[config.mk]
export PLATFORM = sky130hd
export DESIGN_NAME = pcm_pwm_out
export DESIGN_NICKNAME = d
export VERILOG_FILES = /design/src/rtl/pcm_audio_pkg.sv /design/src/rtl/sample_fifo.sv /design/src/rtl/pcm_pwm_out.sv
export SDC_FILE = /design/constraint.sdc
export NUM_CORES = 1
export LEC_CHECK = 0
export BUFFER_PORTS_ARGS = -buffer_cell sky130_fd_sc_hd__buf_4
export CAP_MARGIN = 25
export CORE_ASPECT_RATIO = 1.1
export CORE_MARGIN = 2
export CORE_UTILIZATION = 54
export DETAILED_ROUTE_END_ITERATION = 10
export MAX_ROUTING_LAYER = met4
export PLACE_DENSITY = 0.82
export SETUP_SLACK_MARGIN = 0.2
export SYNTH_ARGS = -nofsm -noshare
export SYNTH_HDL_FRONTEND = slang
export SYNTH_HIERARCHICAL = 1
export SYNTH_SLANG_ARGS = --single-unit
[constraint.sdc]
create_clock -name clk -period 5.5 [get_ports clk]
set_input_delay 0.825 -clock clk [delete_from_list [all_inputs] [get_ports clk]]
set_output_delay 0.825 -clock clk [all_outputs]
set_load 0.005 [all_outputs]
[src/rtl/pcm_audio_pkg.sv]
// Shared constants and helpers for the PCM audio output path.
package pcm_audio_pkg;

  localparam int DEFAULT_DW = 8;

  function automatic int clog2(input int value);
    int r;
    int v;
    r = 0;
    v = value - 1;
    while (v > 0) begin
      r = r + 1;
      v = v >> 1;
    end
    return r;
  endfunction

  // Unsigned PCM code for silence.
  function automatic int midscale(input int dw);
    return 1 << (dw - 1);
  endfunction

endpackage

[src/rtl/sample_fifo.sv]
// Small synchronous sample FIFO; occupancy is tracked directly so full/empty come from level.
module sample_fifo
  import pcm_audio_pkg::*;
#(
  parameter int DW = DEFAULT_DW,
  parameter int DEPTH = 4,
  localparam int AW = clog2(DEPTH)
) (
  input  logic          clk,
  input  logic          reset,
  input  logic          push,
  input  logic [DW-1:0] push_data,
  input  logic          pop,
  output logic [DW-1:0] head,
  output logic [AW:0]   level,
  output logic          full,
  output logic          empty
);

  localparam logic [AW:0]   LVL_ONE  = (AW+1)'(1);
  localparam logic [AW:0]   LVL_FULL = (AW+1)'(DEPTH);
  localparam logic [AW-1:0] PTR_ONE  = AW'(1);

  logic [DW-1:0] mem [DEPTH];
  logic [AW-1:0] wr_ptr;
  logic [AW-1:0] rd_ptr;
  logic          do_push;
  logic          do_pop;

  assign full    = (level == LVL_FULL);
  assign empty   = (level == '0);
  assign do_push = push & ~full;
  assign do_pop  = pop & ~empty;
  assign head    = mem[rd_ptr];

  always_ff @(posedge clk or negedge reset) begin
    if (!reset) begin
      wr_ptr <= '0;
      rd_ptr <= '0;
      level  <= '0;
    end else begin
      if (do_push) wr_ptr <= wr_ptr + PTR_ONE;
      if (do_pop)  rd_ptr <= rd_ptr + PTR_ONE;
      if (do_push && !do_pop)      level <= level + LVL_ONE;
      else if (do_pop && !do_push) level <= level - LVL_ONE;
    end
  end

  // Storage carries no reset; pointers alone define what is valid.
  always_ff @(posedge clk) begin
    if (do_push) mem[wr_ptr] <= push_data;
  end

endmodule

[src/rtl/pcm_pwm_out.sv]
// PCM-to-PWM speaker driver: samples queue in a FIFO, one is taken per divided-clock tick
// and becomes the PWM duty at the next period boundary.
module pcm_pwm_out
  import pcm_audio_pkg::*;
#(
  parameter int DW = DEFAULT_DW,
  parameter int DEPTH = 4,
  parameter int SYNC_STAGES = 2,
  localparam int LW = clog2(DEPTH) + 1
) (
  input  logic          clk,
  input  logic          reset,
  input  logic          tick_clk,
  input  logic [DW-1:0] s_data,
  input  logic          s_valid,
  output logic          s_ready,
  output logic          pwm_out,
  output logic          underrun,
  output logic [LW-1:0] level
);

  localparam logic [DW-1:0] MID     = DW'(midscale(DW));
  localparam logic [DW-1:0] CNT_MAX = '1;
  localparam logic [DW-1:0] CNT_ONE = DW'(1);

  logic [SYNC_STAGES-1:0] tick_sync;
  logic                   tick_prev;
  logic                   strobe;
  logic                   push;
  logic                   pop;
  logic [DW-1:0]          head;
  logic                   full;
  logic                   empty;
  logic [DW-1:0]          cnt;
  logic [DW-1:0]          duty;
  logic [DW-1:0]          pend;
  logic                   pend_valid;

  // Synchroniser and rising-edge detect for the divided sample clock.
  always_ff @(posedge clk or negedge reset) begin
    if (!reset) begin
      tick_sync <= '0;
      tick_prev <= 1'b0;
    end else begin
      tick_sync <= {tick_sync[SYNC_STAGES-2:0], tick_clk};
      tick_prev <= tick_sync[SYNC_STAGES-1];
    end
  end

  assign strobe  = tick_sync[SYNC_STAGES-1] & ~tick_prev;
  assign s_ready = ~full;
  assign push    = s_valid & s_ready;
  assign pop     = strobe & ~empty;

  sample_fifo #(
    .DW    (DW),
    .DEPTH (DEPTH)
  ) u_fifo (
    .clk       (clk),
    .reset     (reset),
    .push      (push),
    .push_data (s_data),
    .pop       (pop),
    .head      (head),
    .level     (level),
    .full      (full),
    .empty     (empty)
  );

  // PWM counter, pending sample and duty; a pop in the wrap cycle wins pend_valid.
  always_ff @(posedge clk or negedge reset) begin
    if (!reset) begin
      cnt        <= '0;
      duty       <= MID;
      pend       <= MID;
      pend_valid <= 1'b0;
      pwm_out    <= 1'b0;
      underrun   <= 1'b0;
    end else begin
      cnt      <= cnt + CNT_ONE;
      pwm_out  <= (cnt < duty);
      underrun <= strobe & empty;
      if (cnt == CNT_MAX && pend_valid) begin
        duty       <= pend;
        pend_valid <= 1'b0;
      end
      if (pop) begin
        pend       <= head;
        pend_valid <= 1'b1;
      end
    end
  end

endmodule

==> flow_metrics.env <==
export IMPL_status="finished clean"
export IMPL_cts_setup_buffers=0
export IMPL_io_buffers=17
export IMPL_cts_root_buffer_cell="clkbuf_8"
export IMPL_cp_max_fo=11
export IMPL_fin_nets=227
export IMPL_grt_pass1_vias=1516
export IMPL_grt_overflow=0
export IMPL_clock_latency_ns=0.33
export IMPL_fin_util_pct=64.6
export IMPL_cts_hold_buf=0
export IMPL_tightest_slew_ns=0.604
export IMPL_cp_data_arrival_time_ns=2.71
export IMPL_grt_pass1_wl_mm=6.96
export IMPL_netlist_cell_type_count=29
export IMPL_cts_tree="yes"
export IMPL_synth_area_leader_cell="edfxtp_1"
export IMPL_core_area_sq_um=5070
export IMPL_mostFrequentLayoutCell="dfrtp_1"
export IMPL_start_util_pct=56.4
export IMPL_critPathRequiredTime_ns=5.76
export IMPL_dp_hpwl_mm=2.99
export IMPL_yosysSeqAreaShare_pct=66.1
export IMPL_maxCapViolCount=0
export IMPL_finalSetupTns_ns=0
export IMPL_die_y_microns=80.3
export IMPL_ir_worst_vdd_mv=0.343
export IMPL_wire_per_inst_microns=15.6
export IMPL_h_tree_depth=3
export IMPL_finalMaxSlewViolations=0
export IMPL_cts_buffers=9
export IMPL_postSynthCellCount=176
export IMPL_detail_route_antenna_nets=0
export IMPL_power_density_nw_per_um2=465
export IMPL_grt_use_total_pct=16.8
export IMPL_ys_warn_count=6
export IMPL_routed_via_density=5.46
export IMPL_rsz0062_at_grt="no"
export IMPL_clockBufferDepth=2
export IMPL_multi_input_area_sq_um=893
export IMPL_synth_top_area_share_pct=33.6
export IMPL_syn_area_sq_um=2860
export IMPL_post_dp_cell_area_sq_um=3040
export IMPL_io_pins=18
export IMPL_die_w_microns=73.4
export IMPL_ys_ff_latch=69
export IMPL_synthTopCellsByArea="edfxtp_1 34%, dfrtp_1 31%, mux2_2 6.7%"
export IMPL_fillers=364
export IMPL_relSlewSlack_pct=59.7
export IMPL_crit_path_end_kind="register"
export IMPL_setup_viol=0
export IMPL_std_cell_rows=27
export IMPL_post_route_drc_count=0
export IMPL_drt_iter0_drc=72
export IMPL_leakage_nw=1.36
export IMPL_routed_wl_mm=4.11
export IMPL_place_congestion=0.817
export IMPL_cts_sinks=69
export IMPL_register_area_sq_um=1890
export IMPL_antennaDiodeCount=0
export IMPL_syn_avg_cell_area_sq_um=16.3
export IMPL_critPathKind="reg2reg"
export IMPL_synth_fp_nets=202
export IMPL_min_period_ns=2.45
export IMPL_min_period_over_period_pct=44.6
export IMPL_die_area_sq_um=5900
export IMPL_antenna_found_initial=0
export IMPL_dr_pass1_iters=4
export IMPL_ctsResizeCount=0
export IMPL_finalHoldViolCount=0
export IMPL_fmax_ghz=0.408
export IMPL_vias=1441
export IMPL_clock_skew_ns=0.00514
export IMPL_drive_gt1_share_pct=30.1
export IMPL_final_cell_mix="35 x dfrtp_1, 32 x edfxtp_1, 18 x buf_4, 17 x mux2_2, 14 x inv_1"
export IMPL_clk_pin_slew_ns=0.07
export IMPL_hold_class="reg2reg"
export IMPL_worstSetupStartpointType="register"
export IMPL_grt_max_degree=38
export IMPL_fin_area_sq_um=3270
export IMPL_areaGrowthSynthToFinish_pct=14.4
==> flip-flops by register name, indices dropped and copies added (netlist names) <==
register	count
tick_sync	2
pend_valid	1
u_fifo/wr_ptr	2
tick_prev	1
underrun	1
duty	8
pend	8
pwm_out	1
u_fifo/mem	32
cnt	8
u_fifo/level	3
u_fifo/rd_ptr	2
==> cells in the mapped netlist <==
library cell   n
buf_6          1
dfstp_2        2
mux2_4         1
o211ai_1       1
o21bai_1       1
inv_1         14
nand4_2        1
and3b_1        1
nor2_1         5
xnor2_1        6
edfxtp_1      32
mux2_2        17
nor2b_1        3
a21oi_1        4
and2_1         4
o21ai_0        1
mux4_2         8
ha_1          13
xor2_1         6
nor3b_2        1
nand3_1        6
nand2_1        6
dfrtp_1       35
fa_1           1
or3_1          1
nor3b_1        1
clkbuf_1       1
nor3_4         1
buf_2          2
==> area by class of cell <==
cell class | count | area share (%)
Sequential cell | 69 | 57.7
Clock inverter | 5 | 3.02
Multi-Input combinational cell | 89 | 27.3
Tap cell | 58 | 2.22
Timing Repair Buffer | 18 | 4.13
Inverter | 14 | 1.61
Clock buffer | 11 | 4.01
==> worst max-delay path, cell delays in order (launching register included) <==
cell and delay (ns):
dfrtp_1 0.45, or3_1 0.44, inv_1 0.09, nor3b_1 0.05
buf_4 0.17, nand2_1 0.10, ha_1 0.20, inv_1 0.06
fa_1 0.37, xor2_1 0.15, nor2_1 0.12, xor2_1 0.17
==> per-stage QoR <==
stage / hold WS, ns / instances / worst slack (ns) / power (mW)
after global routing: 0.379 / 264 / 2.92 / 1.60
final: 0.364 / 264 / 3.05 / 1.52
after floorplan: 0.331 / 176 / 3.22 / 0.967
after CTS: 0.368 / 264 / 3.03 / 1.54
after global placement: 0.337 / 248 / 2.98 / 1.04
after detailed placement: 0.339 / 248 / 2.80 / 1.06
==> cells by family after synthesis <==
| group | after synthesis | synth area share, % |
|---|---|---|
| compound gates | 7 | 1.40 |
| simple gates | 30 | 6.26 |
| fa+ha+maj | 14 | 6.39 |
| mux | 26 | 13.5 |
| xor+xnor | 12 | 3.67 |
| buf+inv | 18 | 2.71 |
| flops | 69 | 66.1 |
==> per-layer routing <==
| layer | track usage, % | routed length (microns) | up-vias |
|---|---|---|---|
| met4 | 10.7 | 130 | 0 |
| met2 | 26.8 | 2090 | 35 |
| li1 | - | - | 673 |
| met1 | 19.1 | 1730 | 722 |
| met5 | - | 0 | - |
| met3 | 3.89 | 153 | 11 |
==> final timing paths <==
path	startpoint	endpoint	slack [ns]	depth (start not counted)
max	u_fifo/level[0]$_DFFE_PN0P_	u_fifo/level[2]$_DFFE_PN0P_	3.05	11
max reg2reg	u_fifo/level[0]$_DFFE_PN0P_	u_fifo/level[2]$_DFFE_PN0P_	3.05	11
min	tick_sync[0]$_DFF_PN0_	tick_sync[1]$_DFF_PN0_	0.36	0
min reg2reg	tick_sync[0]$_DFF_PN0_	tick_sync[1]$_DFF_PN0_	0.36	0
min in group asynchronous	reset	pwm_out$_DFF_PN0_	0.43	1
max in group asynchronous	reset	pend[7]$_DFFE_PN1P_	4.72	1
==> where the power goes <==
group	switching, mW	internal (mW)	leakage (nW)	total, mW
registers	0.0867	0.658	0.744	0.745
logic	0.123	0.181	0.503	0.305
clock network	0.175	0.299	0.115	0.474
total	0.384	1.14	1.36	1.52
Note: power is estimated with default switching activity, not from simulation.
